## config.mk

```make
export PLATFORM = sky130hd
export DESIGN_NAME = rename_free_list_ctrl
export DESIGN_NICKNAME = d
export VERILOG_FILES = /design/src/rtl/rename_pkg.sv /design/src/rtl/free_list_ram.sv /design/src/rtl/rename_free_list_ctrl.sv
export SDC_FILE = /design/constraint.sdc
export NUM_CORES = 1
export LEC_CHECK = 0
export BUFFER_PORTS_ARGS = -buffer_cell sky130_fd_sc_hd__buf_4
export CORE_MARGIN = 2
export CORE_UTILIZATION = 60
export CTS_CLUSTER_SIZE = 8
export DETAILED_ROUTE_END_ITERATION = 6
export HOLD_SLACK_MARGIN = 0.03
export MAX_ROUTING_LAYER = met4
export PLACE_DENSITY = 0.79
export SYNTH_ARGS = -nofsm -noshare
export SYNTH_HDL_FRONTEND = slang
export SYNTH_SLANG_ARGS = --single-unit
```

## constraint.sdc

```tcl
create_clock -name CLK -period 5.6 [get_ports CLK]
set_input_delay 1.12 -clock CLK [delete_from_list [all_inputs] [get_ports CLK]]
set_output_delay 1.12 -clock CLK [all_outputs]
set_load 0.01 [all_outputs]
```

## src/rtl/rename_pkg.sv

```systemverilog
// Shared sizing and FSM state type for the rename free-list controller.
package rename_pkg;

  localparam int NUM_PHYS = 64;  // physical registers
  localparam int NUM_ARCH = 34;  // 32 GPR + HI/LO, mapped at reset
  localparam int PREG_W   = 6;   // physical register ID width
  localparam int FL_DEPTH = 32;  // free-list entries (power of two)

  typedef enum logic [1:0] {
    INIT    = 2'd0,
    RUN     = 2'd1,
    RECOVER = 2'd2
  } fl_state_e;

endpackage

```

## src/rtl/free_list_ram.sv

```systemverilog
// Free-list storage: one synchronous write port, one asynchronous read port.
// Contents are deliberately not reset; the controller fills them in INIT.
module free_list_ram
  import rename_pkg::*;
#(
  parameter int DEPTH = FL_DEPTH,
  parameter int WIDTH = PREG_W,
  localparam int AW   = $clog2(DEPTH)
) (
  input  logic             CLK,
  input  logic             WE,
  input  logic [AW-1:0]    WADDR,
  input  logic [WIDTH-1:0] WDATA,
  input  logic [AW-1:0]    RADDR,
  output logic [WIDTH-1:0] RDATA
);

  logic [WIDTH-1:0] mem [DEPTH];

  // Single write port, clocked.
  always_ff @(posedge CLK) begin
    if (WE) mem[WADDR] <= WDATA;
  end

  // Asynchronous read of the entry at the allocation head.
  always_comb begin
    RDATA = mem[RADDR];
  end

endmodule

```

## src/rtl/rename_free_list_ctrl.sv

```systemverilog
// Physical-register free-list controller: hands out one free ID per cycle,
// reclaims retiring old mappings, and rewinds allocation on FLUSH.
module rename_free_list_ctrl #(
  parameter int NUM_PHYS = rename_pkg::NUM_PHYS,
  parameter int NUM_ARCH = rename_pkg::NUM_ARCH,
  parameter int PREG_W   = rename_pkg::PREG_W,
  parameter int FL_DEPTH = rename_pkg::FL_DEPTH
) (
  input  logic              CLK,
  input  logic              RESET,
  input  logic              ALLOC_REQ,
  input  logic              STALL_IN,
  output logic              ALLOC_VALID,
  output logic [PREG_W-1:0] ALLOC_ID,
  output logic              STALL_OUT,
  input  logic              RETIRE_VALID,
  input  logic              RETIRE_ALLOC,
  input  logic [PREG_W-1:0] RETIRE_OLD_ID,
  input  logic              FLUSH,
  output logic [PREG_W-1:0] FREE_COUNT,
  output logic              OVERFLOW_ERR
);

  import rename_pkg::*;

  localparam int PTR_W  = $clog2(FL_DEPTH) + 1;
  localparam int AW     = PTR_W - 1;
  localparam int INIT_N = NUM_PHYS - NUM_ARCH;

  localparam logic [PTR_W-1:0] PTR_ONE   = PTR_W'(1);
  localparam logic [PTR_W-1:0] PTR_FULL  = PTR_W'(FL_DEPTH);
  localparam logic [PTR_W-1:0] INIT_LAST = PTR_W'(INIT_N - 1);
  localparam logic [PTR_W-1:0] INIT_TAIL = PTR_W'(INIT_N);

  fl_state_e state, state_nxt;

  logic [PTR_W-1:0]  head, tail, commit_head, commit_nxt;
  logic [PTR_W-1:0]  init_cnt, count;
  logic              overflow_q;
  logic              init_last, alloc_fire, retire_fire, list_full, push_ok;

  logic              ram_we;
  logic [AW-1:0]     ram_waddr, ram_raddr;
  logic [PREG_W-1:0] ram_wdata, ram_rdata;

  free_list_ram #(
    .DEPTH (FL_DEPTH),
    .WIDTH (PREG_W)
  ) u_ram (
    .CLK   (CLK),
    .WE    (ram_we),
    .WADDR (ram_waddr),
    .WDATA (ram_wdata),
    .RADDR (ram_raddr),
    .RDATA (ram_rdata)
  );

  // Occupancy, fire conditions and externally visible status.
  always_comb begin
    count        = tail - head;
    list_full    = (count == PTR_FULL);
    init_last    = (state == INIT) && (init_cnt == INIT_LAST);
    ALLOC_VALID  = (state == RUN) && (count != '0);
    ram_raddr    = head[AW-1:0];
    ALLOC_ID     = ALLOC_VALID ? ram_rdata : '0;
    alloc_fire   = ALLOC_REQ & ~STALL_IN & ALLOC_VALID & ~FLUSH;
    retire_fire  = RETIRE_VALID & RETIRE_ALLOC & (state != INIT);
    push_ok      = retire_fire & ~list_full;
    // A same-cycle retire moves the commit point before FLUSH rewinds to it.
    commit_nxt   = commit_head + (retire_fire ? PTR_ONE : '0);
    STALL_OUT    = (state != RUN) | FLUSH | (ALLOC_REQ & (count == '0));
    FREE_COUNT   = (state == INIT) ? '0 : PREG_W'(count);
    OVERFLOW_ERR = overflow_q;
  end

  // Write port is shared: the INIT fill sequence, otherwise retire pushes.
  always_comb begin
    ram_we    = 1'b0;
    ram_waddr = tail[AW-1:0];
    ram_wdata = RETIRE_OLD_ID;
    if (state == INIT) begin
      ram_we    = 1'b1;
      ram_waddr = init_cnt[AW-1:0];
      ram_wdata = PREG_W'(NUM_ARCH) + PREG_W'(init_cnt);
    end else begin
      ram_we = push_ok;
    end
  end

  // FSM state register.
  always_ff @(posedge CLK or posedge RESET) begin
    if (RESET) state <= INIT;
    else       state <= state_nxt;
  end

  // FSM next-state: fill, run, one bubble after each flush.
  always_comb begin
    state_nxt = state;
    unique case (state)
      INIT:    if (init_last) state_nxt = RUN;
      RUN:     if (FLUSH)     state_nxt = RECOVER;
      RECOVER: state_nxt = FLUSH ? RECOVER : RUN;
      default: state_nxt = INIT;
    endcase
  end

  // Pointer, init counter and sticky overflow updates.
  always_ff @(posedge CLK or posedge RESET) begin
    if (RESET) begin
      head        <= '0;
      tail        <= '0;
      commit_head <= '0;
      init_cnt    <= '0;
      overflow_q  <= 1'b0;
    end else if (state == INIT) begin
      if (init_last) begin
        init_cnt    <= '0;
        head        <= '0;
        commit_head <= '0;
        tail        <= INIT_TAIL;
      end else begin
        init_cnt <= init_cnt + PTR_ONE;
      end
    end else begin
      if (push_ok)                 tail       <= tail + PTR_ONE;
      if (retire_fire & list_full) overflow_q <= 1'b1;
      commit_head <= commit_nxt;
      if (FLUSH)           head <= commit_nxt;
      else if (alloc_fire) head <= head + PTR_ONE;
    end
  end

endmodule

```

==> summary.txt, run 1 <==
Floorplan
  – I/O Pins: 28
  – Die H: 130 µm
  – DIE AREA: 16900 µm²
  – Die width: 130 µm
  – Initial Utilization: 60.7%
  – Core area: 15700 µm²
  – Row cnt: 46

Pwr
  – Clock power share: 24.3%
  – Power Density: 614 nW/µm²
  – Sequential fraction of design power: 39.1%
  – Static leakage power: 3.70 nW
  – Maximum vdd ir drop: 0.348 mV
  – Comb pwr share: 36.5%
  – Int Pwr: 4.23 mW
  – Final Total Pwr: 6.64 mW
  – Fraction of power spent switching nets: 36.4%
  – Switching power: 2.42 mW

Finish
  – Fillers: 1022
  – Register area: 6450 µm²
  – Layout area overhead: 13.4%
  – Multi-input logic area: 2920 µm²
  – Nets@finish: 671
  – ANT cells: 0
  – Layout cell share with drive strength beyond 1: 21.7%

GRT
  – Global-route usage over all layers: 27.6%
  – Total congestion overflow: 0
  – Initial antenna violation count: 0
  – First-pass GRT wire length: 33.2 mm
  – Vias in the first global route: 5637
  – Pin count of the biggest net entering global routing: 47

Clock network
  – Clk buf depth: 3
  – Cts hold-fix bufs: 0
  – Clock-pin slew on the worst setup and hold paths: 0.06 ns
  – Post_cts resized: 0
  – TritonCTS buffer count: 31
  – Buffer count from post-CTS setup fixing: 0
  – CTS HTree Levels: 1
  – Clk sinks: 219
  – CTS tree: yes
  – Clock Latency Late Sink: 0.54 ns
  – CTS Root Buffer Type: clkbuf_16

Synthesis
  – Synthesized area: 9540 µm²
  – #FFs+latches synth: 219
  – Gate Count Post-Synth: 603
  – Syn Area/Cell: 15.8 µm²
  – Syn nets: 629
  – Sequential fraction of the synthesis area: 67.5%
  – Async SR Flop Fraction: 12.3%
  – Synth area leaders: edfxtp_1, mux4_2, dfrtp_1
  – Synth area leader: edfxtp_1
  – Post-synth cell types: 57
  – Post-synth EDFFs: 192
  – Synth Warn #: 0
  – Synth top area share: 60.4%
  – Synth Flop Type: edfxtp_1

Route
  – Post-route ant nets: 0
  – DRC viols: 0
  – DR iter-0 viols: 493
  – WL met2: 10.7 mm
  – Max layer used: met4
  – Wire length on met3: 1.78 mm
  – Routed WL: 21.8 mm
  – M1 wire length: 8.30 mm
  – Via count: 5707
  – Routed WL per cell: 25.0 µm
  – Vias per std cell: 6.55
  – Pre-antenna DRT Iters: 5

Placement
  – Port bufs: 27
  – Pre-CTS setup slack: 0.765 ns
  – Placer Congestion: 0.889
  – HPWL Detailed: 13.3 mm

Setup path
  – FF-to-FF setup slack: 0.70 ns
  – Critical path origin: head[2]
  – WP data arrival: 4.08 ns
  – Startpoint Class: flop
  – Critical-path cell list: inv_1 > ha_1 > xor2_1 > nand4b_1 > mux2i_1 > and4bb_4 > or2_1 > a21oi_1 > buf_4
  – CP peak stage delay: 0.94 ns
  – R2R Path Start: head[2]
  – Worst-path fanout max: 24
  – CP endpoint kind: primary output
  – Crit Path Category: reg2out
  – CP max stage cell: dfrtp_1
  – CP required: 4.48 ns

STA
  – Count of final hold-check violations: 0
  – Fin crit period: 5.20 ns
  – Worst-margin pin slew: 1.43 ns
  – RSZ-0062 raised after global routing: false
  – Max Slew Vio Count: 0
  – F_max: 192 MHz
  – Endpoints failing setup: 0
  – Clock skew: 0.0122 ns
  – Final setup margin: 0.401 ns
  – Final TNS setup: 0 ns
  – Relative slew slack: 3.92%
  – Final worst-path cycle share: 92.8%
  – Smallest hold slack: 0.499 ns

Hold path
  – Hold Path Class: reg2reg
  – Worst hold start: tail[5]

Run status
  – Status: finished, final reports clean

Flow run
  – Number of max-cap violations: 0
## kinds of logic (layout without fill, tap and decap cells)
kind of cell	count (synthesis)	after routing	share of synthesized area (%)
compound gates	77	77	5.53
xor+xnor	14	14	1.28
fa+ha+maj	13	13	1.78
buf+inv	46	98	2.10
flops	219	219	67.5
mux	60	60	13.4
simple gates	174	174	8.44
## flip-flops by register name (all words and copies together), names as in the netlist
name,flops
OVERFLOW_ERR,1
commit_head,6
head,6
init_cnt,6
state,2
tail,6
u_ram.mem,192
## cell usage after synthesis (all sizes together) (4+ instances only)
| master | count |
|---|---|
| edfxtp | 192 |
| nand2 | 68 |
| mux4 | 54 |
| nor3 | 39 |
| dfrtp | 27 |
| nor2 | 27 |
| a21oi | 20 |
| o21ai | 19 |
| clkbuf | 18 |
| inv | 15 |
| nand3 | 13 |
| buf | 12 |
| ha | 12 |
| a31oi | 9 |
| xnor2 | 7 |
| xor2 | 7 |
| a22oi | 6 |
| and3 | 6 |
| mux2i | 6 |
| nand2b | 4 |
## area by class of cell
class / instances / area share (%)
Timing Repair Buffer: 39 / 2.70
Inverter: 16 / 0.555
Clock inverter: 2 / 0.254
Sequential cell: 219 / 59.5
Multi-Input combinational cell: 338 / 26.9
Tap cell: 216 / 2.50
Clock buffer: 41 / 7.51
## worst max-delay path, delay by kind of cell, from the launching register on
kind            cells  cell delay, ns
flops               1            0.94
simple gates        3            0.80
xor+xnor            1            0.27
fa+ha+maj           1            0.51
compound gates      1            0.10
buf+inv             2            0.65
mux                 1            0.26
## metal layers
metal  vias to the layer above  GRT usage, %
li1                       2453             -
met1                      2854          36.2
met2                       323          43.3
met3                        77          4.76
met4                         0          12.0
met5                         -             -
## power by group through the flow
stage | clock (mW) | combinational (mW) | sequential [mW]
final | 1.62 | 2.43 | 2.60
after global routing | 1.70 | 2.62 | 2.63
after CTS | 1.64 | 2.43 | 2.60
after detailed placement | 0 | 2.39 | 2.62
after global placement | 0 | 2.32 | 2.60
after floorplan | 0 | 1.70 | 2.47
## final timing paths
path                                    endpoint  depth (start not counted)
worst min register to register           tail[5]                          1
worst min-delay path                     tail[5]                          1
max in group asynchronous                head[0]                          2
worst max-delay path                 ALLOC_ID[0]                          9
worst max register to register  u_ram.mem[20][1]                          8
min in group asynchronous                tail[4]                          2
## metrics by stage
| step | cell area [µm²] | util [%] | cells |
|---|---|---|---|
| 6_report | 10800 | 68.9 | 871 |
| 2_1_floorplan | 9540 | - | 603 |
| 3_5_place_dp | 9990 | 63.6 | 828 |
| 3_3_place_gp | 9990 | 63.6 | 828 |
| 4_1_cts | 10800 | 68.9 | 871 |
| 5_1_grt | 10800 | 68.9 | 871 |
## placed cells by master, fill, tap and decap left out, types with 2 or more instances in the layout
| master | synthesis | final |
|---|---|---|
| nand2_1 | 68 | 68 |
| o21ai_2 | 0 | 3 |
| nand2b_1 | 4 | 4 |
| or3_1 | 2 | 2 |
| o21a_1 | 2 | 2 |
| nor2_1 | 27 | 26 |
| nand4_1 | 3 | 3 |
| a22o_1 | 3 | 3 |
| nor3b_1 | 2 | 2 |
| o31ai_1 | 3 | 3 |
| mux2i_1 | 6 | 6 |
| xor2_1 | 7 | 7 |
| xnor2_1 | 7 | 7 |
| buf_4 | 3 | 39 |
| a31oi_1 | 9 | 9 |
| and2_1 | 2 | 2 |
| and3_1 | 6 | 6 |
| o21ai_1 | 3 | 3 |
| edfxtp_1 | 192 | 192 |
| inv_2 | 2 | 2 |
| a22oi_1 | 6 | 6 |
| inv_1 | 13 | 13 |
| nor3_1 | 39 | 39 |
| mux4_2 | 54 | 54 |
| a21oi_1 | 20 | 20 |
| clkbuf_16 | 0 | 31 |
| dfrtp_1 | 27 | 25 |
| clkbuf_1 | 18 | 10 |
| o21ai_0 | 16 | 13 |
| ha_1 | 12 | 12 |
| nand3_1 | 13 | 13 |
No activity file was read; power rests on OpenSTA's default activity.
==> inputs of run 2 (changes only) <==
--- a/constraint.sdc
+++ b/constraint.sdc
@@ -3,2 +3,2 @@
 set_output_delay 1.12 -clock CLK [all_outputs]
-set_load 0.01 [all_outputs]
+set_load 0.05 [all_outputs]
==> run 2 against run 1 <==
  * The flow now finishes with violations (capacitance limit, slew limit)
  * Clock power about the same
  * Die area stayed put
  * Sequential power increased by 2%
  * Core utilization fell by 0.26 points
  * Final cell count shrank 0.57%
  * Non-clock buffer count down 6
  * Global-route usage decreased by 0.94 points
  * Flip-flop and latch count stayed put
  * Maximum frequency is 3.2% lower
  * Largest power group unchanged
==> summary.txt, run 2 (same netlist as run 1, synthesis figures left out) <==
Pwr
  – Power Density: 635 nW/µm² (was 614 nW/µm²)
  – Switching power: 2.63 mW (was 2.42 mW)
  – Int Pwr: 4.22 mW (was 4.23 mW)
  – Static leakage power: 3.67 nW (was 3.70 nW)
  – Clock power share: 23.9% (was 24.3%)
  – Sequential fraction of design power: 38.6% (was 39.1%)
  – Comb pwr share: 37.6% (was 36.5%)
  – Maximum vdd ir drop: 0.428 mV (was 0.348 mV)
  – Fraction of power spent switching nets: 38.4% (was 36.4%)

Route
  – DRC viols: 0 (unchanged)
  – DR iter-0 viols: 535 (was 493)
  – Vias per std cell: 6.47 (was 6.55)
  – Post-route ant nets: 0 (unchanged)
  – Routed WL: 21.2 mm (was 21.8 mm)
  – Via count: 5604 (was 5707)
  – Routed WL per cell: 24.5 µm (was 25.0 µm)
  – Pre-antenna DRT Iters: 6 (was 5)

Clock network
  – Buffer count from post-CTS setup fixing: 0 (unchanged)
  – Clk buf depth: 3 (unchanged)
  – CTS HTree Levels: 1 (unchanged)
  – Cts hold-fix bufs: 0 (unchanged)
  – Post_cts resized: 0 (unchanged)
  – Clock Latency Late Sink: 0.55 ns (was 0.54 ns)
  – CTS Root Buffer Type: clkbuf_16 (unchanged)
  – Clk sinks: 219 (unchanged)
  – CTS tree: yes (unchanged)
  – Clock-pin slew on the worst setup and hold paths: 0.06 ns (about the same)
  – TritonCTS buffer count: 31 (unchanged)

Finish
  – Most frequent cells in the layout: edfxtp_1, nand2_1, mux4_2 (unchanged)
  – Layout cell share with drive strength beyond 1: 20.9% (was 21.7%)
  – Nets@finish: 665 (was 671)
  – Top reg by flops: u_ram.mem (unchanged)
  – Multi-input logic area: 2920 µm² (unchanged)
  – Post-route cell area: 10800 µm² (about the same)
  – Register area: 6450 µm² (unchanged)
  – Most common cell after layout, fill and taps aside: edfxtp_1 (unchanged)
  – Fillers: 1003 (was 1022)
  – Max reg flops: 192 (unchanged)
  – ANT cells: 0 (unchanged)
  – Layout area overhead: 13.0% (was 13.4%)

Floorplan
  – I/O Pins: 28 (unchanged)
  – Row cnt: 46 (unchanged)
  – Initial Utilization: 60.7% (unchanged)
  – DIE AREA: 16900 µm² (unchanged)
  – Core area: 15700 µm² (unchanged)
  – Die width: 130 µm (unchanged)
  – Die H: 130 µm (unchanged)

Setup path
  – CP endpoint kind: primary output (unchanged)
  – Startpoint Class: flop (unchanged)
  – Critical path origin: head[2] (unchanged)
  – R2R Path Start: head[2] (unchanged)
  – CP required: 4.48 ns (about the same)
  – Worst-path fanout max: 24 (unchanged)
  – Crit Path Category: reg2out (unchanged)
  – WP data arrival: 4.25 ns (was 4.08 ns)

Run status
  – Failing checks: capacitance limit, slew limit
  – Status: finished with violations (was finished, final reports clean)

STA
  – F_max: 186 MHz (was 192 MHz)
  – RSZ-0062 raised after global routing: false (unchanged)
  – Max Slew Vio Count: 1 (was 0)
  – Count of final hold-check violations: 0 (unchanged)
  – Worst-margin pin slew: 1.50 ns (was 1.43 ns)
  – Relative slew slack: -0.234% (was 3.92%)
  – Endpoints failing setup: 0 (unchanged)
  – Final TNS setup: 0 ns (unchanged)
  – Final worst-path cycle share: 95.9% (was 92.8%)
  – Clock skew: 0.00990 ns (was 0.0122 ns)
  – Fin crit period: 5.37 ns (was 5.20 ns)

Hold path
  – Worst hold start: tail[5] (unchanged)
  – Hold Path Class: reg2reg (unchanged)

GRT
  – Grt peak-use layer: met2 (unchanged)
  – Total congestion overflow: 0 (unchanged)
  – Met1 Resource Use GR: 35.9% (was 36.2%)
  – Pin count of the biggest net entering global routing: 54 (was 47)
  – Vias in the first global route: 5626 (was 5637)
  – GRT met2 Usage: 42.5% (was 43.3%)
  – Global-route usage over all layers: 26.7% (was 27.6%)
  – Initial antenna violation count: 0 (unchanged)
  – First-pass GRT wire length: 32.3 mm (was 33.2 mm)
  – Met3 Use GR: 4.18% (was 4.76%)

Placement
  – Placer Congestion: 0.879 (was 0.889)
  – Cell Area, Placed: 9940 µm² (was 9990 µm²)
  – HPWL Detailed: 13.0 mm (was 13.3 mm)
  – Port bufs: 27 (unchanged)

Flow run
  – Number of max-cap violations: 1 (was 0)
==> run 2: cell count changes in the layout (fill, tap and decap cells not counted) <==
cell / previous run / this run
buf_4: 39 / 33
clkbuf_1: 10 / 11
==> run 2: final cells by class <==
cell class,count,area share (%)
Clock inverter,2,0.255
Timing Repair Buffer,33,2.30
Tap cell,216,2.51
Sequential cell,219,59.8
Clock buffer,42,7.58
Multi-Input combinational cell,338,27.0
Inverter,16,0.557
==> run 2: path summary, 6_finish.rpt <==
check / to / cells past startpoint / slack [ns]
hold / removal: tail[5] / 1 / 0.50
setup / recovery: ALLOC_ID[4] / 9 / 0.23
max in group asynchronous: head[0] / 2 / 4.04
setup reg to reg: u_ram.mem[9][0] / 8 / 0.63
hold reg to reg: tail[5] / 1 / 0.50
min in group asynchronous: head[3] / 2 / 0.83
==> run 2: power by group through the flow <==
stage | logic (mW) | registers, mW | clock network, mW
6_report | 2.57 | 2.64 | 1.64
5_1_grt | 2.76 | 2.67 | 1.71
4_1_cts | 2.57 | 2.64 | 1.65
3_5_place_dp | 2.54 | 2.67 | 0
3_3_place_gp | 2.48 | 2.65 | 0
2_1_floorplan | 1.91 | 2.47 | 0
==> run 2: metal layers <==
| layer | part of all wire (%) | up-vias |
|---|---|---|
| met3 | 8.1 | 64 |
| met2 | 49 | 350 |
| li1 | - | 2432 |
| met4 | 3.3 | 0 |
| met5 | 0 | - |
| met1 | 39 | 2758 |
==> run 2: stage by stage <==
stage / power, mW / util [%] / instances / worst slack (ns) / hold WS [ns]
2_1_floorplan: 4.38 / - / 603 / 1.02 / 0.465
3_3_place_gp: 5.12 / 63.3 / 822 / 0.970 / 0.479
3_5_place_dp: 5.21 / 63.3 / 822 / 0.751 / 0.489
4_1_cts: 6.86 / 68.6 / 866 / 0.355 / 0.493
5_1_grt: 7.15 / 68.6 / 866 / 0.0809 / 0.500
6_report: 6.85 / 68.6 / 866 / 0.228 / 0.497
==> run 2: worst max-delay path, cell delays in order (launching register included) <==
cell and delay (ns):
dfrtp_1 0.95, inv_1 0.56, ha_1 0.51, xor2_1 0.26
nand4b_1 0.13, mux2i_1 0.27, and4bb_4 0.32, or2_1 0.36
a21oi_1 0.12, buf_4 0.21
